===== config.mk =====
export PLATFORM = sky130hd
export DESIGN_NAME = coin_collector
export DESIGN_NICKNAME = d
export VERILOG_FILES = /design/src/rtl/coin_collector.sv
export SDC_FILE = /design/constraint.sdc
export NUM_CORES = 1
export LEC_CHECK = 0
export CORE_ASPECT_RATIO = 0.5
export CORE_MARGIN = 4
export CORE_UTILIZATION = 48
export CTS_CLUSTER_DIAMETER = 200
export CTS_CLUSTER_SIZE = 28
export DETAILED_ROUTE_END_ITERATION = 6
export DONT_BUFFER_PORTS = 1
export SKIP_LAST_GASP = 1
export SYNTH_ARGS = -nofsm -noshare
export SYNTH_HDL_FRONTEND = slang
export SYNTH_SLANG_ARGS = --single-unit

===== constraint.sdc =====
create_clock -name clock -period 2.8 [get_ports clock]
set_input_delay 0.56 -clock clock [delete_from_list [all_inputs] [get_ports clock]]
set_output_delay 0.56 -clock clock [all_outputs]
set_load 0.01 [all_outputs]

===== src/rtl/coin_collector.sv =====
`default_nettype none
// ============================================================================
// Module   : coin_collector
// Purpose  : Sequential payment front end for the vending datapath. Latches a
//            cost, accepts one coin per cycle and accumulates the amount paid
//            in nickel units (1 = nickel, 2 = dime, 5 = quarter, max 15).
//            Once enough has been paid, the transaction is presented through
//            a vend_valid/vend_ack handshake. On acknowledge, the
//            transaction's coins are banked into a cash box that saturates
//            at 3 per denomination. A cancel returns the coins greedily,
//            largest first, through a refund_valid/refund_ack handshake.
// Ports    : clock, reset          - clock, asynchronous active-high reset
//            start, cost[3:0]      - begin a transaction (IDLE only, cost != 0)
//            coin_valid,
//            coin_type[2:0]        - coin presented this cycle
//            cancel                - abort and refund (COLLECT only)
//            vend_ack, refund_ack  - downstream handshake acknowledges
//            coin_accept/reject    - one-cycle verdict on the presented coin
//            paid[3:0]             - running total of the transaction
//            vend_valid            - payment complete, waiting for vend_ack
//            refund_valid,
//            refund_coin[2:0]      - coin to eject (0 when not refunding)
//            busy                  - any state other than IDLE
//            quarters/dimes/nickels[1:0] - saturating cash-box inventory
// Revision : 1.0 - initial release
// ============================================================================
module coin_collector (
    input  logic       clock,
    input  logic       reset,
    input  logic       start,
    input  logic [3:0] cost,
    input  logic       coin_valid,
    input  logic [2:0] coin_type,
    input  logic       cancel,
    input  logic       vend_ack,
    input  logic       refund_ack,
    output logic       coin_accept,
    output logic       coin_reject,
    output logic [3:0] paid,
    output logic       vend_valid,
    output logic       refund_valid,
    output logic [2:0] refund_coin,
    output logic       busy,
    output logic [1:0] quarters,
    output logic [1:0] dimes,
    output logic [1:0] nickels
);

    localparam logic [1:0] S_IDLE    = 2'd0;
    localparam logic [1:0] S_COLLECT = 2'd1;
    localparam logic [1:0] S_VEND    = 2'd2;
    localparam logic [1:0] S_REFUND  = 2'd3;

    localparam logic [2:0] C_NICKEL   = 3'd1;
    localparam logic [2:0] C_DIME     = 3'd2;
    localparam logic [2:0] C_QUARTER  = 3'd5;
    localparam logic [4:0] C_MAX_PAID = 5'd15;
    localparam logic [1:0] C_INV_MAX  = 2'd3;

    // ------------------------------------------------------------------
    // State registers
    // ------------------------------------------------------------------
    logic [1:0] r_state;
    logic [3:0] r_cost;
    logic [3:0] r_paid;
    logic [3:0] r_tq;
    logic [3:0] r_td;
    logic [3:0] r_tn;
    logic [1:0] r_inv_q;
    logic [1:0] r_inv_d;
    logic [1:0] r_inv_n;
    logic       r_coin_accept;
    logic       r_coin_reject;

    // ------------------------------------------------------------------
    // Next-state values
    // ------------------------------------------------------------------
    logic [1:0] w_state;
    logic [3:0] w_cost;
    logic [3:0] w_paid;
    logic [3:0] w_tq;
    logic [3:0] w_td;
    logic [3:0] w_tn;
    logic [1:0] w_inv_q;
    logic [1:0] w_inv_d;
    logic [1:0] w_inv_n;
    logic       w_coin_accept;
    logic       w_coin_reject;

    // ------------------------------------------------------------------
    // Datapath helpers
    // ------------------------------------------------------------------
    logic       w_coin_legal;
    logic [4:0] w_paid_sum;
    logic       w_coin_fits;
    logic [2:0] w_refund_val;

    assign w_coin_legal = (coin_type == C_NICKEL) || (coin_type == C_DIME) ||
                          (coin_type == C_QUARTER);

    // 5-bit sum so an over-limit coin is detected instead of wrapping.
    assign w_paid_sum  = {1'b0, r_paid} + {2'b00, coin_type};
    assign w_coin_fits = w_coin_legal && (w_paid_sum <= C_MAX_PAID);

    // Greedy refund: largest denomination still held goes out first.
    assign w_refund_val = (r_tq != 4'd0) ? C_QUARTER :
                          (r_td != 4'd0) ? C_DIME    : C_NICKEL;

    function automatic logic [1:0] sat_add(input logic [1:0] inv,
                                           input logic [3:0] cnt);
        logic [4:0] sum;
        sum = {3'b000, inv} + {1'b0, cnt};
        return (sum > {3'b000, C_INV_MAX}) ? C_INV_MAX : sum[1:0];
    endfunction

    // ------------------------------------------------------------------
    // Next-state / datapath logic
    // ------------------------------------------------------------------
    always_comb begin
        w_state       = r_state;
        w_cost        = r_cost;
        w_paid        = r_paid;
        w_tq          = r_tq;
        w_td          = r_td;
        w_tn          = r_tn;
        w_inv_q       = r_inv_q;
        w_inv_d       = r_inv_d;
        w_inv_n       = r_inv_n;
        w_coin_accept = 1'b0;
        w_coin_reject = 1'b0;

        case (r_state)
            S_IDLE: begin
                w_coin_reject = coin_valid;
                if (start && (cost != 4'd0)) begin
                    w_cost  = cost;
                    w_paid  = 4'd0;
                    w_tq    = 4'd0;
                    w_td    = 4'd0;
                    w_tn    = 4'd0;
                    w_state = S_COLLECT;
                end
            end

            S_COLLECT: begin
                if (cancel) begin
                    // Cancel has priority; a simultaneous coin goes back.
                    w_coin_reject = coin_valid;
                    w_state       = (r_paid == 4'd0) ? S_IDLE : S_REFUND;
                end else if (coin_valid) begin
                    if (w_coin_fits) begin
                        w_coin_accept = 1'b1;
                        w_paid        = w_paid_sum[3:0];
                        if (coin_type == C_QUARTER) begin
                            w_tq = r_tq + 4'd1;
                        end else if (coin_type == C_DIME) begin
                            w_td = r_td + 4'd1;
                        end else begin
                            w_tn = r_tn + 4'd1;
                        end
                        if (w_paid_sum >= {1'b0, r_cost}) begin
                            w_state = S_VEND;
                        end
                    end else begin
                        w_coin_reject = 1'b1;
                    end
                end
            end

            S_VEND: begin
                w_coin_reject = coin_valid;
                if (vend_ack) begin
                    w_inv_q = sat_add(r_inv_q, r_tq);
                    w_inv_d = sat_add(r_inv_d, r_td);
                    w_inv_n = sat_add(r_inv_n, r_tn);
                    w_paid  = 4'd0;
                    w_tq    = 4'd0;
                    w_td    = 4'd0;
                    w_tn    = 4'd0;
                    w_state = S_IDLE;
                end
            end

            S_REFUND: begin
                w_coin_reject = coin_valid;
                if (refund_ack) begin
                    w_paid = r_paid - {1'b0, w_refund_val};
                    if (r_tq != 4'd0) begin
                        w_tq = r_tq - 4'd1;
                    end else if (r_td != 4'd0) begin
                        w_td = r_td - 4'd1;
                    end else begin
                        w_tn = r_tn - 4'd1;
                    end
                    // The coin being acked is the last one when it equals
                    // the whole remaining balance.
                    if (r_paid == {1'b0, w_refund_val}) begin
                        w_state = S_IDLE;
                    end
                end
            end

            default: begin
                w_state = S_IDLE;
            end
        endcase
    end

    // ------------------------------------------------------------------
    // Registers
    // ------------------------------------------------------------------
    always_ff @(posedge clock or posedge reset) begin
        if (reset) begin
            r_state       <= S_IDLE;
            r_cost        <= 4'd0;
            r_paid        <= 4'd0;
            r_tq          <= 4'd0;
            r_td          <= 4'd0;
            r_tn          <= 4'd0;
            r_inv_q       <= 2'd0;
            r_inv_d       <= 2'd0;
            r_inv_n       <= 2'd0;
            r_coin_accept <= 1'b0;
            r_coin_reject <= 1'b0;
        end else begin
            r_state       <= w_state;
            r_cost        <= w_cost;
            r_paid        <= w_paid;
            r_tq          <= w_tq;
            r_td          <= w_td;
            r_tn          <= w_tn;
            r_inv_q       <= w_inv_q;
            r_inv_d       <= w_inv_d;
            r_inv_n       <= w_inv_n;
            r_coin_accept <= w_coin_accept;
            r_coin_reject <= w_coin_reject;
        end
    end

    // ------------------------------------------------------------------
    // Outputs: registered or decoded from registered state only
    // ------------------------------------------------------------------
    assign coin_accept  = r_coin_accept;
    assign coin_reject  = r_coin_reject;
    assign paid         = r_paid;
    assign vend_valid   = (r_state == S_VEND);
    assign refund_valid = (r_state == S_REFUND);
    assign refund_coin  = (r_state == S_REFUND) ? w_refund_val : 3'd0;
    assign busy         = (r_state != S_IDLE);
    assign quarters     = r_inv_q;
    assign dimes        = r_inv_d;
    assign nickels      = r_inv_n;

endmodule
`default_nettype wire


==> flow_summary.json, run 1 <==
{
  "synth_edf_count": 0,
  "startpoint_type": "flop",
  "routedWlPerCell_um": 16.9,
  "hp-class": "in2async",
  "clock_skew_ns": 0.00558,
  "synth_ff_type": "dfrtp_1",
  "dieArea_um2": 5940,
  "grt_setup_unrepaired": "no",
  "grtUsageTotal": 0.187,
  "cp_max_fo": 13,
  "syn_area_per_cell_um2": 9.50,
  "die_h_um": 56.5,
  "clkSlewWorstSetupHoldPaths_ns": 0.07,
  "overflow": 0,
  "crit_type": "reg2reg",
  "seq_area_frac_synth": 0.332,
  "clockBufferDepth": 2,
  "cts_setup_buffers": 0,
  "drive_gt1_frac": 0.109,
  "arrival_ns": 2.76,
  "fin_crit_sh": 0.916,
  "die_w_um": 105,
  "drtIter0Drc": 84,
  "p_leak_nw": 1.23,
  "core.rowCount": 17,
  "regToRegSetupSlack_ns": 0.24,
  "syn2layout_area_growth_pct": 9.18,
  "synth_area_leader_cell": "dfrtp_1",
  "ir_drop_mv": 0.474,
  "grt_pass1_vias": 1814,
  "grt_max_degree": 31,
  "fin_crit_ns": 2.56,
  "ant_nets": 0,
  "finalSetupViolCount": 0,
  "antenna_found_initial": 0,
  "syn_inst": 238,
  "first_pass_iters": 4,
  "io_pins": 32,
  "fin_ws_ns": 0.235,
  "slew_violations": 0,
  "diodes": 0,
  "synth_cell_types": 46,
  "place.port_buffers": 0,
  "core_area_um2": 4470,
  "finalNetCount": 292,
  "synth_top_area_share": 0.332,
  "maxCapViolations": 0,
  "status": "complete, no violations",
  "tritoncts": "done",
  "vias_per_cell": 5.86,
  "timing.rr.end": "r_tn[3]",
  "max_freq_mhz": 390,
  "layout_common_cells": "30 x dfrtp_1, 23 x inv_1, 23 x nor2_1, 22 x ha_1, 20 x a21oi_1",
  "p_per_area_nw_per_um2": 1190,
  "vias": 1781,
  "gp_congestion": 0.847,
  "max_slew.worst_pin.slew_ns": 0.544,
  "cts.htree.levels": 2,
  "dpl_worst_slack_ns": 0.102,
  "ys_warn_count": 0,
  "numCtsBuffers": 5,
  "cts-root-buf": "clkbuf_8",
  "hold_viol_final": 0,
  "drc_errors": 0,
  "final_common_cell": "dfrtp_1",
  "clock_latency_ns": 0.28,
  "synthArstFlopShare": 1.00,
  "power_mw": 2.94,
  "finalSetupTns_ns": 0,
  "required_ns": 3.00,
  "max_slew_margin": 0.636,
  "syn_area_um2": 2260,
  "hpwl_mm": 3.91,
  "synth_fp_nets": 282,
  "wirelength_mm": 5.14,
  "grt_pass1_wl_mm": 8.82,
  "synth-seq-cells": 30,
  "crit_path_end_kind": "flop",
  "rr_worst_depth": 7,
  "start_util": 0.506,
  "clkSinkCount": 30,
  "rr_startpoint": "paid[0]",
  "synthTopCellsByArea": "dfrtp_1 33%, ha_1 12%, fa_1 7.1%"
}
registers in the layout (all words and copies together) (netlist names):
| name | count |
|---|---|
| quarters | 2 |
| dimes | 2 |
| nickels | 2 |
| r_tq | 4 |
| r_tn | 4 |
| r_state | 2 |
| r_td | 4 |
| coin_accept | 1 |
| r_cost | 4 |
| paid | 4 |
| coin_reject | 1 |
area by class of cell:
cell class / instances / area (um2)
fillers: 405 / 2000
clock buffers: 6 / 82.6
inverters: 23 / 86.3
multi-input cells: 177 / 1400
repair buffers: 11 / 82.6
flip-flops and latches: 30 / 751
well taps: 57 / 71.3
Yosys cell counts, drive strengths merged, types with 7 or more instances:
library cell and instances:
dfrtp 30, a21o 9, nor2 23, inv 23, nand2 12, o21ai 13
a21oi 20, and3 8, or4 8, fa 8, mux2i 7, ha 22
cells by family (layout without fill, tap and decap cells):
family / after synthesis / count (layout) / share of synthesized area
simple gates: 66 / 66 / 0.152
compound gates: 64 / 64 / 0.194
buf+inv: 31 / 40 / 0.0553
fa+ha+maj: 30 / 30 / 0.192
flops: 30 / 30 / 0.332
mux: 11 / 11 / 0.0509
xor+xnor: 6 / 6 / 0.0232
routing by layer:
metal / vias to the layer above / part of all wire / global-route usage
met3: 5 / 0.063 / 0.0608
met2: 43 / 0.43 / 0.290
met5: - / 0 / 0
met4: 0 / 0.0072 / 0.0449
li1: 879 / - / -
met1: 854 / 0.50 / 0.255
per-stage QoR:
| stage | util | cell area [um2] | hold WS (ns) | cells |
|---|---|---|---|---|
| final | 0.553 | 2470 | 0.242 | 304 |
| after global routing | 0.553 | 2470 | 0.284 | 304 |
| after CTS | 0.551 | 2460 | 0.254 | 304 |
| after detailed placement | 0.532 | 2380 | 0.498 | 298 |
| after global placement | 0.532 | 2380 | 0.492 | 298 |
| after floorplan | - | 2260 | 0.479 | 238 |
critical path, cell delays in order, from the launching register on:
cell and delay (ns):
dfrtp_1 0.45, ha_1 0.24, fa_1 0.40, a21o_1 0.23, a221oi_4 0.35, o311ai_4 0.20
or4_1 0.50, o21ai_0 0.10
worst max-delay path by stage:
| stage | slack, ns | startpoint | end | depth (start not counted) |
|---|---|---|---|---|
| floorplan | 0.15 | r_state[1] | r_tn[3] | 10 |
| global placement | 0.14 | coin_type[0] | r_tq[2] | 8 |
| detailed placement | 0.10 | coin_type[0] | r_tn[3] | 7 |
| CTS | 0.15 | paid[0] | r_tn[3] | 7 |
| global route | 0.07 | r_tq[1] | paid[3] | 9 |
| finish | 0.24 | paid[0] | r_tn[3] | 7 |
power by group:
part | internal, mW | total (mW) | switching [mW]
sequential | 0.606 | 0.822 | 0.216
clock | 0.189 | 0.351 | 0.162
combinational | 0.762 | 1.77 | 1.01
total | 1.56 | 2.94 | 1.39
what timing repair did:
action / 4_1_cts / 5_1_grt
endpoints found under the setup margin: 0 / 3
resized for setup: 0 / 1
hold buffers: 0 / 0
Power figures use the tool's default switching activity.
==> run 2: changes to the inputs <==
Settings changed: CORE_MARGIN 4 to 3, PLACE_DENSITY set to 0.74.
==> run 2 against run 1 <==
- combinational power about the same
- sequential power increased by 2%
- highest routed layer unchanged
- register-to-register slack got worse by 0.13 ns
- non-clock buffer count is 2 lower
- wire length is 0.43% lower
- clock-buffer cell count is 1 lower
- power up 2.5%
- worst setup slack got worse by 0.13 ns
==> flow_summary.json, run 2 (synthesis gave the netlist of run 1 again) <==
{
  "status": "complete, no violations",
  "io_pins": 32,
  "fin_ws_ns": 0.107,
  "dpl_worst_slack_ns": 0.0718,
  "fillCellCount": 380,
  "required_ns": 3.03,
  "dieArea_um2": 5620,
  "tritoncts": "done",
  "numCtsBuffers": 5,
  "crit_path_end_kind": "flop",
  "intPower_mw": 1.61,
  "first_pass_iters": 4,
  "hp-class": "in2async",
  "vias_per_cell": 6.16,
  "final_util": 0.587,
  "cts_hold_buf": 0,
  "path_depth": 8,
  "max_slew.worst_pin.slew_ns": 0.815,
  "p_per_area_nw_per_um2": 1220,
  "antenna_found_initial": 0,
  "p_sw_mw": 1.40,
  "clkSinkCount": 30,
  "hold_viol_final": 0,
  "arrival_ns": 2.92,
  "syn2layout_area_growth_pct": 9.07,
  "overflow": 0,
  "cp_top_family": "compound AO/OA/AOI/OAI gates",
  "cts_setup_buffers": 0,
  "clockBufferDepth": 2,
  "drtIter0Drc": 111,
  "seqPwrFrac": 0.277,
  "p_leak_nw": 1.23,
  "cts_resized": 0,
  "path_cells": "ha_1, fa_1, a21o_1, a221oi_4, o311ai_2, buf_4, nor4_1, a211o_1",
  "clock_latency_ns": 0.29,
  "crit_type": "reg2reg",
  "layout_common_cells": "30 x dfrtp_1, 23 x inv_1, 23 x nor2_1, 22 x ha_1, 20 x a21oi_1",
  "slew_violations": 0,
  "gp_congestion": 0.828,
  "max_freq_mhz": 371,
  "crit_buf_inv": 1,
  "core.rowCount": 16,
  "fin_crit_sh": 0.962,
  "drc_errors": 0,
  "hpwl_mm": 3.90,
  "max_stage_delay_ns": 0.45,
  "grt_max_degree": 31,
  "cts.htree.levels": 2,
  "grt_pass1_wl_mm": 8.45,
  "finalSetupViolCount": 0,
  "diodes": 0,
  "regToRegSetupSlack_ns": 0.11,
  "die_h_um": 54.5,
  "maxCapViolations": 0,
  "ant_nets": 0,
  "cts-root-buf": "clkbuf_8",
  "die_w_um": 103,
  "cp_max_fo": 12,
  "place.port_buffers": 0,
  "clkPwrFrac": 0.145,
  "grt_setup_unrepaired": "no",
  "fin_crit_ns": 2.69,
  "vias": 1853,
  "finalNetCount": 290,
  "clock_skew_ns": 0.00623,
  "start_util": 0.538,
  "clkSlewWorstSetupHoldPaths_ns": 0.07,
  "rr_worst_depth": 8,
  "drive_gt1_frac": 0.109,
  "ir_drop_mv": 0.549,
  "grt_pass1_vias": 1834,
  "finalSetupTns_ns": 0,
  "swShare": 0.465,
  "grtUsageTotal": 0.202,
  "slowest_stage": "dfrtp_1",
  "startpoint_type": "flop",
  "routedWlPerCell_um": 17.0,
  "pwr-share-comb": 0.579,
  "wirelength_mm": 5.11,
  "max_slew_margin": 0.456,
  "final_common_cell": "dfrtp_1",
  "core_area_um2": 4200
}
==> run 2: cell count changes in the layout (fill, tap and decap cells not counted), sizes merged <==
cell | previous run | this run
buf | 11 | 9
clkinv | 0 | 2
bufinv | 0 | 1
clkbuf | 6 | 5
==> run 2: worst paths after layout <==
path                           start        end
max                          paid[0]    r_tn[2]
min                            reset    r_tn[3]
max reg2reg                  paid[0]    r_tn[2]
min reg2reg                r_cost[3]  r_cost[3]
max in group asynchronous      reset    paid[1]
min in group clock           cost[3]  r_cost[3]
==> run 2: power by group through the flow <==
stage,clock (mW),sequential [mW],combinational [mW]
floorplan,0,0.779,1.36
global placement,0,0.836,1.65
detailed placement,0,0.845,1.73
CTS,0.444,0.837,1.74
global route,0.467,0.868,1.98
finish,0.436,0.835,1.75
==> run 2: area by class of cell <==
type                            instances  area [um2]  share of cell area
Clock buffer                            5        68.8              0.0279
Inverter                               23        86.3              0.0350
Timing Repair Buffer                    9        67.6              0.0274
Sequential cell                        30         751               0.304
Tap cell                               54        67.6              0.0274
Clock inverter                          3        40.0              0.0162
Multi-Input combinational cell        177        1390               0.562
==> run 2: layer usage <==
metal	share of wire	global-route usage	up-vias
li1	-	-	876
met1	0.44	0.256	904
met2	0.46	0.331	66
met3	0.087	0.0700	7
met4	0.0082	0.0602	0
met5	0	0	-
==> run 2: metrics by stage <==
stage | instance area (um2) | power (mW) | cells | hold WS [ns]
finish | 2470 | 3.02 | 301 | 0.236
global route | 2470 | 3.31 | 301 | 0.268
CTS | 2470 | 3.02 | 301 | 0.247
detailed placement | 2360 | 2.57 | 293 | 0.497
global placement | 2360 | 2.49 | 293 | 0.489
floorplan | 2260 | 2.13 | 238 | 0.479
==> run 2: worst register-to-register path, delay by kind of cell, from the launching register on <==
kind | cells | cell delay, ns
AND/OR/NAND/NOR | 1 | 0.31
adder cells (fa/ha/maj) | 2 | 0.65
buffers and inverters | 1 | 0.26
flip-flops | 1 | 0.45
AO/OA/AOI/OAI | 4 | 0.98
==> run 3: changes to the inputs <==
Settings changed: ABC_AREA set to 1, CTS_CLUSTER_DIAMETER 200 to 50.
==> run 3 against run 2 <==
- maximum frequency is 17% higher
- worst hold slack worse by 0.036 ns
- first-iteration DRC count is 30% lower
- synthesized area is 8.5% higher
- wire length is 0.22% lower
- die area is 7.7% higher
- utilization is 2.7 points lower
==> flow_summary.json, run 3 <==
{
  "core.rowCount": 17,
  "max_stage_delay_ns": 0.44,
  "layout_common_cells": "76 x nand2_1, 50 x inv_1, 30 x dfrtp_1, 25 x nor2_1, 22 x ha_1",
  "grtUsageTotal": 0.195,
  "cts.htree.levels": 2,
  "routedWlPerCell_um": 13.2,
  "clkSinkCount": 30,
  "clkSlewWorstSetupHoldPaths_ns": 0.06,
  "die_w_um": 107,
  "tritoncts": "done",
  "hp-class": "in2async",
  "rr_startpoint": "r_tq[3]",
  "grt_pass1_wl_mm": 9.34,
  "timing.rr.end": "paid[1]",
  "die_h_um": 56.6,
  "crit_path_end_kind": "flop",
  "synth_edf_count": 0,
  "finalSetupTns_ns": 0,
  "required_ns": 2.98,
  "syn_area_um2": 2450,
  "max_freq_mhz": 434,
  "clockBufferDepth": 2,
  "path_depth": 10,
  "synth-seq-cells": 30,
  "cp_top_family": "adder cells",
  "startpoint_type": "flop",
  "regToRegSetupSlack_ns": 0.50,
  "maxCapViolations": 0,
  "ant_nets": 0,
  "syn_inst": 315,
  "cts_resized": 0,
  "p_leak_nw": 1.37,
  "drive_gt1_frac": 0.112,
  "grt_max_degree": 17,
  "crit_type": "reg2reg",
  "drtIter0Drc": 78,
  "final_util": 0.559,
  "slowest_stage": "dfrtp_1",
  "synth_cell_types": 35,
  "ir_drop_mv": 0.385,
  "syn_area_per_cell_um2": 7.79,
  "path_cells": "nor2_1, nand3_1, inv_1, nand2_1, ha_1, inv_1, fa_1, a22o_2, nand3_1, nand2_1",
  "arrival_ns": 2.48,
  "synth_area_leader_cell": "dfrtp_1",
  "synthArstFlopShare": 1.00,
  "finalNetCount": 365,
  "overflow": 0,
  "first_pass_iters": 5,
  "clock_latency_ns": 0.29,
  "grt_pass1_vias": 2018,
  "fin_crit_sh": 0.823,
  "cts_setup_buffers": 0,
  "slew_violations": 0,
  "cts-root-buf": "clkbuf_8",
  "wirelength_mm": 5.10,
  "hold_viol_final": 0,
  "synthTopCellsByArea": "dfrtp_1 31%, nand2_1 12%, ha_1 11%",
  "place.port_buffers": 0,
  "vias_per_cell": 5.29,
  "cts_hold_buf": 0,
  "seq_area_frac_synth": 0.306,
  "status": "complete, no violations",
  "rr_worst_depth": 10,
  "diodes": 0,
  "fin_crit_ns": 2.30,
  "post-synth-top-count-cell": "nand2_1",
  "max_slew.worst_pin.slew_ns": 0.555,
  "clock_skew_ns": 0.00426,
  "synth_fp_nets": 359,
  "cp_max_fo": 4,
  "core_area_um2": 4660,
  "max_slew_margin": 0.630,
  "gp_congestion": 0.846,
  "finalSetupViolCount": 0,
  "p_per_area_nw_per_um2": 1190,
  "hpwl_mm": 4.03,
  "synth_common_cells": "76 x nand2_1, 50 x inv_1, 30 x dfrtp_1",
  "crit_buf_inv": 2,
  "final_common_cell": "nand2_1",
  "grt_setup_unrepaired": "no",
  "ys_warn_count": 0,
  "dieArea_um2": 6060,
  "antenna_found_initial": 0,
  "syn2layout_area_growth_pct": 6.22,
  "start_util": 0.527,
  "drc_errors": 0,
  "vias": 2051,
  "synth_ff_type": "dfrtp_1",
  "synth_top_area_share": 0.306,
  "numCtsBuffers": 5,
  "io_pins": 32
}
-- run 3: final cells by class --
cell class                 instances  area (um2)
clock buffer                       7        86.3
sequential                        30         751
multi-input combinational        227        1450
fill                             433        2050
inverter                          55         216
clock inverter                     1        5.00
timing repair buffer               2        15.0
tap                               66        82.6
-- run 3: per-layer routing --
layer | GRT usage | up-vias | part of all wire
li1 | - | 1020 | -
met1 | 0.258 | 972 | 0.46
met2 | 0.313 | 51 | 0.45
met3 | 0.0436 | 8 | 0.069
met4 | 0.0729 | 0 | 0.014
met5 | 0 | - | 0
-- run 3: through the flow --
stage	area [um2]	instances	setup slack [ns]	hold slack, ns	total power, mW
after CTS	2610	388	0.508	0.215	3.12
after global routing	2610	388	0.352	0.260	3.48
after detailed placement	2510	380	0.525	0.478	2.74
after global placement	2510	380	0.547	0.472	2.65
after floorplan	2450	315	0.660	0.453	2.37
final	2610	388	0.497	0.200	3.11
-- run 3: worst max path at each step --
stage	to	start	slack [ns]
final	paid[1]	r_tq[3]	0.50
after CTS	paid[1]	r_tq[3]	0.51
after floorplan	r_state[1]	coin_type[0]	0.66
after global placement	paid[1]	r_tq[3]	0.55
after global routing	paid[1]	r_tq[3]	0.35
after detailed placement	paid[1]	r_tq[3]	0.52
-- run 3: worst register-to-register path: stages (launching register included) --
cell     delay (ns)
dfrtp_1        0.44
nor2_1         0.16
nand3_1        0.22
inv_1          0.14
nand2_1        0.12
ha_1           0.22
inv_1          0.07
fa_1           0.42
a22o_2         0.27
nand3_1        0.08
nand2_1        0.05
-- run 3: logic make-up (layout without fill, tap and decap cells) --
logic type	after synthesis	count (layout)	share of synthesized area
AO/OA/AOI/OAI	47	47	0.114
XOR/XNOR	9	9	0.0321
adder cells (fa/ha/maj)	30	30	0.177
buffers and inverters	58	65	0.103
flip-flops	30	30	0.306
AND/OR/NAND/NOR	141	141	0.268
-- run 3: where the power goes --
part           leakage, nW  switching, mW  total [mW]  internal (mW)
clock network       0.0482          0.166       0.364          0.198
logic                0.946           1.19        1.91          0.715
registers            0.372          0.235       0.843          0.608
==> variant: new RTL, flow settings as in run 3 <==
Take the reset off `r_tq`, `r_td` and `r_tn` and load them in a clocked block of their own.
--- a/src/rtl/coin_collector.sv
+++ b/src/rtl/coin_collector.sv
@@ -215,7 +215,4 @@
             r_cost        <= 4'd0;
             r_paid        <= 4'd0;
-            r_tq          <= 4'd0;
-            r_td          <= 4'd0;
-            r_tn          <= 4'd0;
             r_inv_q       <= 2'd0;
             r_inv_d       <= 2'd0;
@@ -227,7 +224,4 @@
             r_cost        <= w_cost;
             r_paid        <= w_paid;
-            r_tq          <= w_tq;
-            r_td          <= w_td;
-            r_tn          <= w_tn;
             r_inv_q       <= w_inv_q;
             r_inv_d       <= w_inv_d;
@@ -236,4 +230,10 @@
             r_coin_reject <= w_coin_reject;
         end
+    end
+
+    always_ff @(posedge clock) begin
+        r_tq <= w_tq;
+        r_td <= w_td;
+        r_tn <= w_tn;
     end
 
Check against the original RTL: no difference found for any inputs over 4 cycles, from zero or initial values and one cycle with reset high; that may be too few to reach the edited logic, so the function may still have changed.
==> variant against run 3 <==
Cell area shrank 5.0%; die area shrank 5.7%; synthesized cell count shrank 12%; clock skew grew 0.0016 ns; utilization shrank 1.0 points; setup slack lost 0.012 ns; count of clock-buffer cells in the layout shrank 2; power grew 4.1%; sequential cell count is the same; wire length shrank 7.8%; synthesized area shrank 6.2%; via count shrank 13%; sequential power grew 21%.
==> variant: results (changes against run 3) <==
stage,metric,value,unit,change
cells_and_area,nets,327,,was 365
status,status,completed,,unchanged
route,firstDrtPassIters,4,,was 5
pwr,ir_drop,0.000508,V,was 0.000385 V
route,wl_met3,321,microns,was 350 microns
global_routing,grt_use_total,18.4,%,was 19.5%
synthesis,synth_area_leaders,"dfrtp_1, edfxtp_1, ha_1, inv_1, nand2_1",,"was dfrtp_1, nand2_1, ha_1, inv_1, fa_1"
placed_design,dp_hpwl,3760,microns,was 4030 microns
synthesis,synth_cell_type_count,34,,was 35
worst_setup_path,r2r_cells,12,,was 10
synthesis,synth-edff-count,12,,was 0
global_routing,grt_max_degree,19,,was 17
synthesis,synth_nets,321,,was 359
cells_and_area,final-clk-cell-share,4.14,%,was 3.50%
global_routing,met2_usage,33.2,%,was 31.3%
cells_and_area,nFillCells,426,,was 433
cells_and_area,register_area,811,sq um,was 751 sq um
route,via_per_inst,5.14,,was 5.29
synthesis,synth-seq-area-share,35.2,%,was 30.6%
synthesis,synth_fa_ha_area_share,18.9,%,was 17.7%
worst_setup_path,worstSetupEndpoint,paid[2]$_DFFE_PP0P_,,was paid[1]$_DFFE_PP0P_
synthesis,synth-xor-area-share,2.28,%,was 3.21%
synthesis,synth_compound_area_share,13.0,%,was 11.4%
worst_setup_path,critPathTopFamily,simple AND/OR/NAND/NOR gates,,was adder cells
cells_and_area,multi_input_area,1260,sq um,was 1450 sq um
placed_design,gp_congestion,0.842,,was 0.846
cells_and_area,final_cells,349,,was 388
worst_setup_path,cpPeakStageDelay,0.42,ns,was 0.44 ns
cells_and_area,layout-drive-gt1-share,10.2,%,was 11.2%
global_routing,grt_util_met3,6.84,%,was 4.36%
-- variant: changes by cell type after synthesis, sizes merged, moves of 4 or more --
cell / before / now
o21ai: 25 / 19
nand3: 16 / 10
nand4: 7 / 2
edfxtp: 0 / 12
dfrtp: 30 / 18
nor3: 0 / 4
nor2: 29 / 34
xor2: 7 / 3
nand2: 87 / 54
-- variant: metrics by stage --
step / setup WS (ns) / area (sq um) / hold slack (ns)
final: 0.485 / 2480 / 0.295
after CTS: 0.472 / 2480 / 0.323
after global placement: 0.453 / 2370 / 0.470
after floorplan: 0.580 / 2300 / 0.453
after detailed placement: 0.389 / 2370 / 0.475
after global routing: 0.245 / 2480 / 0.355
-- variant: where the power goes --
part | internal [mW] | switching (mW) | leakage, nW
Sequential | 0.740 | 0.281 | 0.324
Combinational | 0.704 | 1.10 | 0.820
Clock | 0.257 | 0.159 | 0.0517
Total | 1.70 | 1.54 | 1.20
